$ cat config.mk
export PLATFORM = sky130hd
export DESIGN_NAME = load_data_unit
export DESIGN_NICKNAME = d
export VERILOG_FILES = /design/src/rtl/load_data_unit.sv
export SDC_FILE = /design/constraint.sdc
export NUM_CORES = 1
export LEC_CHECK = 0
export CAP_MARGIN = 40
export CELL_PAD_IN_SITES_DETAIL_PLACEMENT = 1
export CELL_PAD_IN_SITES_GLOBAL_PLACEMENT = 1
export CORE_MARGIN = 4
export CORE_UTILIZATION = 37
export DETAILED_ROUTE_END_ITERATION = 8
export MAX_ROUTING_LAYER = met4
export PLACE_DENSITY_LB_ADDON = 0.1
export SETUP_SLACK_MARGIN = 0.05
export SYNTH_ARGS = -nofsm -noshare
export SYNTH_HDL_FRONTEND = slang
export SYNTH_SLANG_ARGS = --single-unit
$ cat constraint.sdc
create_clock -name i_clk -period 3.8 [get_ports i_clk]
set_clock_uncertainty 0.05 [all_clocks]
set_input_delay 0.57 -clock i_clk [delete_from_list [all_inputs] [get_ports i_clk]]
set_output_delay 0.57 -clock i_clk [all_outputs]
set_load 0.05 [all_outputs]
$ cat src/rtl/load_data_unit.sv
// Memory-stage load path: one word-aligned read per load, then byte/half/word
// extraction with sign or zero extension. Misaligned, illegal and timed-out loads complete with an error.
module load_data_unit #(
  parameter int TIMEOUT_CYCLES = 16
) (
  input  logic        i_clk,
  input  logic        i_reset,
  input  logic        i_load_req,
  input  logic [31:0] i_addr,
  input  logic [2:0]  i_load_type,
  output logic        o_mem_rd,
  output logic [31:0] o_mem_addr,
  input  logic [31:0] i_mem_rdata,
  input  logic        i_mem_ack,
  output logic [31:0] o_load_data,
  output logic        o_load_valid,
  output logic        o_load_err,
  output logic        o_busy,
  output logic [1:0]  o_dbg_state
);

  localparam int TW = $clog2(TIMEOUT_CYCLES + 1);

  typedef enum logic [1:0] {
    S_IDLE = 2'd0,
    S_REQ  = 2'd1,
    S_DONE = 2'd2
  } state_t;

  state_t        state, state_nxt;
  logic [TW-1:0] timer, timer_nxt;
  logic [1:0]    off_q, off_nxt;
  logic [2:0]    type_q, type_nxt;
  logic          err_q, err_nxt;
  logic          mem_rd_nxt;
  logic [31:0]   mem_addr_nxt;
  logic [31:0]   load_data_nxt;
  logic          load_valid_nxt;
  logic          load_err_nxt;
  logic          req_ok;
  logic          ack_seen;
  logic          timer_expired;

  function automatic logic load_ok(input logic [2:0] t, input logic [1:0] off);
    case (t)
      3'b000, 3'b100: load_ok = 1'b1;
      3'b001, 3'b101: load_ok = ~off[0];
      3'b011:         load_ok = (off == 2'b00);
      default:        load_ok = 1'b0;
    endcase
  endfunction

  function automatic logic [31:0] format_load(input logic [2:0] t, input logic [1:0] off,
                                              input logic [31:0] w);
    logic [7:0]  b;
    logic [15:0] h;
    case (off)
      2'd0:    b = w[7:0];
      2'd1:    b = w[15:8];
      2'd2:    b = w[23:16];
      default: b = w[31:24];
    endcase
    h = off[1] ? w[31:16] : w[15:0];
    case (t)
      3'b000:  format_load = {{24{b[7]}}, b};
      3'b001:  format_load = {{16{h[15]}}, h};
      3'b100:  format_load = {24'b0, b};
      3'b101:  format_load = {16'b0, h};
      default: format_load = w;
    endcase
  endfunction

  // Memory handshake: o_mem_rd stays high with o_mem_addr stable until a cycle
  // in which i_mem_ack=1; that cycle transfers i_mem_rdata. Ack is ignored while o_mem_rd=0.
  assign req_ok        = load_ok(i_load_type, i_addr[1:0]);
  assign ack_seen      = o_mem_rd && i_mem_ack;
  assign timer_expired = (timer == TW'(TIMEOUT_CYCLES - 1));

  always_ff @(posedge i_clk or posedge i_reset) begin
    if (i_reset) state <= S_IDLE;
    else         state <= state_nxt;
  end

  always_comb begin
    state_nxt = state;
    case (state)
      S_IDLE:  if (i_load_req) state_nxt = req_ok ? S_REQ : S_DONE;
      S_REQ:   if (ack_seen || timer_expired) state_nxt = S_DONE;
      S_DONE:  state_nxt = S_IDLE;
      default: state_nxt = S_IDLE;
    endcase
  end

  always_comb begin
    timer_nxt      = timer;
    off_nxt        = off_q;
    type_nxt       = type_q;
    err_nxt        = err_q;
    mem_rd_nxt     = o_mem_rd;
    mem_addr_nxt   = o_mem_addr;
    load_data_nxt  = o_load_data;
    load_valid_nxt = (state == S_DONE);
    load_err_nxt   = (state == S_DONE) && err_q;
    case (state)
      S_IDLE: begin
        if (i_load_req) begin
          off_nxt   = i_addr[1:0];
          type_nxt  = i_load_type;
          timer_nxt = '0;
          if (req_ok) begin
            mem_rd_nxt   = 1'b1;
            mem_addr_nxt = {i_addr[31:2], 2'b00};
            err_nxt      = 1'b0;
          end else begin
            err_nxt       = 1'b1;
            load_data_nxt = '0;
          end
        end
      end
      S_REQ: begin
        // An ack on the last allowed cycle still completes the load normally.
        if (ack_seen) begin
          mem_rd_nxt    = 1'b0;
          err_nxt       = 1'b0;
          load_data_nxt = format_load(type_q, off_q, i_mem_rdata);
        end else if (timer_expired) begin
          mem_rd_nxt    = 1'b0;
          err_nxt       = 1'b1;
          load_data_nxt = '0;
        end else begin
          timer_nxt = timer + TW'(1);
        end
      end
      default: ;
    endcase
  end

  always_ff @(posedge i_clk or posedge i_reset) begin
    if (i_reset) begin
      timer        <= '0;
      off_q        <= '0;
      type_q       <= '0;
      err_q        <= 1'b0;
      o_mem_rd     <= 1'b0;
      o_mem_addr   <= '0;
      o_load_data  <= '0;
      o_load_valid <= 1'b0;
      o_load_err   <= 1'b0;
    end else begin
      timer        <= timer_nxt;
      off_q        <= off_nxt;
      type_q       <= type_nxt;
      err_q        <= err_nxt;
      o_mem_rd     <= mem_rd_nxt;
      o_mem_addr   <= mem_addr_nxt;
      o_load_data  <= load_data_nxt;
      o_load_valid <= load_valid_nxt;
      o_load_err   <= load_err_nxt;
    end
  end

  assign o_busy      = (state != S_IDLE);
  assign o_dbg_state = state;

endmodule

==> out/results.txt, run 1 <==
Port buffer count: 138
Global-route wire length before repair: 17,100 um
Top-count cell post-synth: dfrtp_1
Core Util, Final: 55.05%
CP peak stage delay: 710 ps
CP Cell Sequence: nor2_1, inv_1, clkdlybuf4s50_1
Post-synth cell types: 42
Clk_lat worst skew: 340 ps
Crit-path slowest cell: clkdlybuf4s50_1
Crit path max fanout: 7
Filler instances: 1,021
Critical path class: reg2out
Min-delay src: err_q$_DFFE_PP0P_
Worst setup path startpoint: o_dbg_state[0]$_DFFE_PP0P_
Multi-input logic area: 1570 um2
Post-Synthesis Cell Area: 3691 um2
CTS Sinks: 78
Post-CTS setup buffers: 0
Net count, final: 500
WHS: 444.0 ps
Initial antenna violation count: 0
Yosys top cell area share: 52.88%
RSZ-0062 raised after global routing: false
# H-tree levels: 3
Synth Area per Inst: 12.51 um2
Via/cell ratio: 5.273
Residual overflow from global routing: 0
Count of warnings emitted by yosys: 0
Hold/Removal Path Class: reg2reg
Final hold violation count: 0
WP buf/inv: 2
Worst-margin pin slew: 921.6 ps
Detailed Routing Iterations Pass 1: 4
Leak: 0.002239 uW
CTS buffer count: 9
Root Buffer Master: clkbuf_8
Clock Path Buffers: 2
Most common library cells after synthesis: dfrtp_1 (78), mux2_2 (41), a21oi_1 (22)
Crit path launch type: flop
Post-synth ARST share: 100.0%
Final Cycle Share: 69.61%
Die X: 107.9 um
Slew headroom: 38.56%
Crit end category: output port
Diodes inserted: 0
I/O pins: 141
Tot Pwr: 5033 uW
Core area: 9729 um2
Vias after detailed routing: 2,979
Max Cap Viol: 0
CTS resizes: 0
Largest area contributor in the netlist: dfrtp_1
Min cycle time layout: 2645 ps
Reg area: 1952 um2
GP Congestion: 0.7518
Peak VDD IR: 0.5523 mV
Number of remaining DRC errors: 0
Crit path max-delay family: buffers and inverters
Number of flops mapped to enable cells by yosys: 0
Pins Over Slew Limit: 0
Register area share after synthesis: 52.88%
Wire per inst: 18.84 um
CTS tree: built
WL final: 10,640 um
Final setup viols: 0
Die area: 11,640 um2
Largest net degree at the start of global routing: 44
Status: completed
Origin of the critical flop-to-flop path: off_q[1]$_DFFE_PP0P_
Pwr/cell area: 939.7 nW/um2
DRT antenna net count: 0
Initial DRC count: 91
Worst EP required: 3180 ps
Vias in the first global route: 3,170
Area Overhead vs Synth: 45.12%
GR Util All Layers: 19.42%
Layout cells sized above 1: 16.44%
Initial Utilization: 37.94%
Post-synthesis register bit count: 78
Row count: 36
Arr. time, crit path: 2030 ps
Die height: 107.9 um
Fin Setup TNS: 0 ps
Synth Flop Type: dfrtp_1
Top cells by area, synth: dfrtp_1 (53%), mux2_2 (13%), a221o_1 (4.3%)
Clock transition at the registers of the reported paths: 80 ps
# hold bufs at CTS: 0
Gate count of the mapped netlist: 295
Final HPWL DP: 7837 um
Max Freq: 0.3780 GHz
## worst register-to-register path, cell delays in order, from the launching register on
cell and delay, ps:
dfrtp_1 790, nor2b_1 300, a22oi_4 160, a2111oi_4 890
a221o_1 220
## logic make-up (layout without fill, tap and decap cells)
kind of cell    after synthesis  count (layout)  synth area share (%)
buf+inv                      28             164                 4.746
flops                        78              78                 52.88
xor+xnor                      2               2                0.4747
simple gates                 48              48                 8.204
mux                          47              47                 14.47
fa+ha+maj                     2               2                0.6779
compound gates               89              89                 18.44
other cells                   1               2                0.1016
## cell usage in the layout (no fill, tap or decap), drive strengths merged, types with 5 or more instances in the layout
cell,count
a211o,7
a21oi,22
a221o,16
a32o,8
and3b,6
buf,5
clkbuf,10
clkdlybuf4s50,138
clkinv,5
dfrtp,78
mux2,45
nand2b,9
nand3,5
nor2,5
o21ai,20
o2bb2ai,7
or3,8
## state kept, by name (all words and copies together), names as in the netlist
signal and count:
timer 5, o_load_valid 1, o_dbg_state 2, o_mem_rd 1, type_q 3, o_mem_addr 30
o_load_err 1, off_q 2, err_q 1, o_load_data 32
## final cells by class
| class | count | share of cell area (%) |
|---|---|---|
| Clock inverter | 6 | 1.145 |
| Tap cell | 133 | 3.107 |
| Timing Repair Buffer | 143 | 27.24 |
| Clock buffer | 10 | 2.383 |
| Multi-Input combinational cell | 190 | 29.32 |
| Inverter | 5 | 0.3737 |
| Sequential cell | 78 | 36.44 |
## per-layer routing
| metal | global-route usage [%] | wire, um | share of wire, % | vias up |
|---|---|---|---|---|
| met5 | - | 0 | 0 | - |
| li1 | - | - | - | 1371 |
| met3 | 5.819 | 799 | 7.5 | 7 |
| met4 | 4.869 | 87 | 0.82 | 0 |
| met1 | 25.53 | 4794 | 45 | 1494 |
| met2 | 29.53 | 4963 | 47 | 107 |
## final timing paths
check,cells after the start,slack (ps),end
setup / recovery,3,1150,o_busy
max in group asynchronous,3,2660,o_load_data[26]$_DFFE_PP0P_
hold reg to reg,2,440,err_q$_DFFE_PP0P_
min in group asynchronous,2,480,o_mem_addr[2]$_DFFE_PP0P_
hold / removal,2,440,err_q$_DFFE_PP0P_
setup reg to reg,4,1330,o_load_data[29]$_DFFE_PP0P_
## through the flow
stage / std cells / setup WS (ps) / area (um2)
after floorplan: 296 / 1185 / 3695
after global routing: 565 / 1070 / 5356
final: 565 / 1155 / 5356
after global placement: 547 / 1121 / 5112
after detailed placement: 549 / 1063 / 5167
after CTS: 565 / 1142 / 5356
## power breakdown
| group | internal (uW) | switching [uW] |
|---|---|---|
| sequential | 1180 | 329 |
| clock | 303 | 313 |
| combinational | 1100 | 1800 |
| total | 2590 | 2440 |
(Power assumes the default switching activity.)
==> inputs of run 2 (changes only) <==
--- a/config.mk
+++ b/config.mk
@@ -9,7 +9,7 @@
 export CELL_PAD_IN_SITES_DETAIL_PLACEMENT = 1
 export CELL_PAD_IN_SITES_GLOBAL_PLACEMENT = 1
 export CORE_MARGIN = 4
-export CORE_UTILIZATION = 37
+export CORE_UTILIZATION = 31
 export DETAILED_ROUTE_END_ITERATION = 8
 export MAX_ROUTING_LAYER = met4
 export PLACE_DENSITY_LB_ADDON = 0.1
==> constraint.sdc (replaced) <==
create_clock -name i_clk -period 2.2 [get_ports i_clk]
set_clock_uncertainty 0.05 [all_clocks]
set_input_delay 0.33 -clock i_clk [delete_from_list [all_inputs] [get_ports i_clk]]
set_output_delay 0.33 -clock i_clk [all_outputs]
set_load 0.05 [all_outputs]
==> run 2 against run 1 <==
Die area is 18% higher. Wire length is 13% higher. First-iteration DRC count is 89% higher. Critical path type is now reg2reg.
==> out/results.txt, run 2 (synthesis results as in run 1) <==
Status: completed
WL final: 12,010 um (+13%)
Vias in the first global route: 3,248 (+2.5%)
Clock Path Buffers: 2 (unchanged)
Area Overhead vs Synth: 56.75%
CTS tree: built
# H-tree levels: 3 (unchanged)
CTS buffer count: 9 (unchanged)
Int Power: 5262 uW (+100%)
CP peak stage delay: 360 ps (-350 ps)
I/O pins: 141 (unchanged)
Die area: 13,720 um2 (+18%)
Max Cap Viol: 0 (unchanged)
DR WL met2: 5589 um (+13%)
RSZ-0062 raised after global routing: true
WP buf/inv: 1 (-1)
Reg area: 1952 um2 (unchanged)
Top reg by flops: o_load_data
Residual overflow from global routing: 0 (unchanged)
Final Cycle Share: 95.74%
Initial antenna violation count: 0 (unchanged)
Port buffer count: 138 (unchanged)
Net count, final: 523 (+4.6%)
DR WL met3: 946 um (+18%)
Final hold violation count: 0 (unchanged)
Wire per inst: 20.08 um (+6.6%)
Leak: 0.002432 uW (+8.6%)
Worst EP required: 2370 ps (-810 ps)
Final setup viols: 0 (unchanged)
Core Util, Final: 50.24% (-4.8 points)
NetSw: 4374 uW (+79%)
Vias after detailed routing: 3,080 (+3.4%)
Max Freq: 0.4748 GHz
Via/cell ratio: 5.151 (-2.3%)
Crit end category: flop
Crit path launch type: flop
Comb pwr share: 56.0% (-1.7 points)
Wl on met1: 5274 um (+10%)
Min cycle time layout: 2106 ps
Hold/Removal Path Class: in2async
Pwr/cell area: 1665 nW/um2 (+77%)
Most frequent cells in the layout: clkdlybuf4s50_1 (137), dfrtp_1 (78), mux2_2 (41), a21oi_1 (22), o21ai_0 (20)
GP Congestion: 0.7751 (+3.1%)
CTS Sinks: 78 (unchanged)
Crit path max-delay family: compound AO/OA/AOI/OAI gates
Arr. time, crit path: 2280 ps (+250 ps)
Diodes inserted: 0 (unchanged)
Peak VDD IR: 0.8216 mV (+49%)
Largest registers: o_load_data (32), o_mem_addr (30), timer (5)
Initial DRC count: 172 (+89%)
Largest net degree at the start of global routing: 31 (-30%)
DRT antenna net count: 0 (unchanged)
Initial Utilization: 32.05% (-5.9 points)
Multi-input logic area: 1598 um2 (+1.8%)
Row count: 39 (+8.3%)
Number of remaining DRC errors: 0 (unchanged)
Worst-margin pin slew: 546.9 ps (-374.7 ps)
Layout cells sized above 1: 21.32% (+4.9 points)
Sequential power share: 26.3% (-3.8 points)
Clock transition at the registers of the reported paths: 60 ps (-20 ps)
Clock power share: 17.8% (+5.6 points)
Detailed Routing Iterations Pass 1: 4 (unchanged)
Commonest non-fill, non-tap cell in the layout: clkdlybuf4s50_1
Final HPWL DP: 8626 um (+10%)
GR Util All Layers: 18.03% (-1.4 points)
CP Cell Sequence: ha_2, and3_4, ha_4, a21oi_1, a211o_1, o21bai_4, clkbuf_16, a221o_1
Sw Ratio: 45.39% (-3.1 points)
Die height: 117.1 um (+8.6%)
Core area: 11,520 um2 (+18%)
Die X: 117.1 um (+8.6%)
Clk_lat worst skew: 340 ps (about the same)
Crit-path slowest cell: dfrtp_1
Slew headroom: 63.43% (+25 points)
Fin Setup TNS: 0 ps (unchanged)
Pins Over Slew Limit: 0 (unchanged)
Max reg flops: 32 (unchanged)
# hold bufs at CTS: 0 (unchanged)
Global-route wire length before repair: 18,000 um (+5.3%)
Root Buffer Master: clkbuf_16
Filler instances: 1,238 (+21%)
Critical path class: reg2reg
Max Used Layer: met4
Crit path max fanout: 5 (-2)
-- run 2: cell type report --
type	instances	area share [%]
flip-flops and latches	78	33.74
repair buffers	166	29.30
multi-input cells	190	27.62
clock buffers	10	3.958
well taps	143	3.093
clock inverters	6	1.903
inverters	5	0.3893
-- run 2: worst paths after layout --
kind                                      start                     endpoint  slack, ps  cells after the start
setup / recovery           timer[1]$_DFFE_PP0P_  o_load_data[23]$_DFFE_PP0P_         90                      8
hold / removal                          i_reset  o_load_data[27]$_DFFE_PP0P_        340                      2
setup reg to reg           timer[1]$_DFFE_PP0P_  o_load_data[23]$_DFFE_PP0P_         90                      8
hold reg to reg               err_q$_DFFE_PP0P_            err_q$_DFFE_PP0P_        440                      2
max in group asynchronous               i_reset         timer[0]$_DFFE_PP0P_       1240                      3
min in group i_clk            err_q$_DFFE_PP0P_            err_q$_DFFE_PP0P_        440                      2
-- run 2: layer usage --
layer	track usage (%)	vias to the layer above
met1	23.36	1537
met4	6.804	0
met2	26.47	110
li1	-	1420
met3	5.707	13
met5	-	-
-- run 2: power groups by stage --
| stage | Sequential, uW | Clock (uW) | Combinational [uW] |
|---|---|---|---|
| 2_1_floorplan | 4340 | 0 | 1610 |
| 3_3_place_gp | 2510 | 0 | 5250 |
| 3_5_place_dp | 2540 | 0 | 5290 |
| 4_1_cts | 2530 | 1770 | 5310 |
| 5_1_grt | 2630 | 1830 | 5670 |
| 6_report | 2530 | 1710 | 5390 |
-- run 2: per-stage QoR --
stage	total power (uW)	hold slack [ps]	instances	cell area, um2	setup slack (ps)
detailed placement	7837	425.2	576	5320	-121.5
global placement	7767	418.2	576	5320	-66.98
global route	10130	370.5	598	5786	17.28
floorplan	5949	366.6	296	3699	115.4
finish	9635	335.9	598	5786	93.65
CTS	9614	337.5	592	5658	96.02
-- run 2: timing repair --
item / 4_1_cts / 5_1_grt
resized for setup: 1 / 6
pin swaps: 0 / 3
buffers inserted: 0 / 3
setup endpoints to repair: 1 / 24
cloned: 0 / 3
endpoints found under the hold margin: 0 / 0
-- run 2: worst register-to-register path, delay by kind of cell (launching register included) --
family          cells  cell delay, ps
flops               1             360
simple gates        1             190
fa+ha+maj           2             310
buf+inv             1             190
compound gates      4             890
==> inputs of run 3 (changes only) <==
--- a/config.mk
+++ b/config.mk
@@ -10,6 +10,7 @@
 export CELL_PAD_IN_SITES_GLOBAL_PLACEMENT = 1
 export CORE_MARGIN = 4
 export CORE_UTILIZATION = 31
+export CTS_CLUSTER_DIAMETER = 200
 export DETAILED_ROUTE_END_ITERATION = 8
 export MAX_ROUTING_LAYER = met4
 export PLACE_DENSITY_LB_ADDON = 0.1
==> results of run 3 <==
Same layout as run 2: the final DEF is identical, and so are final timing and power.
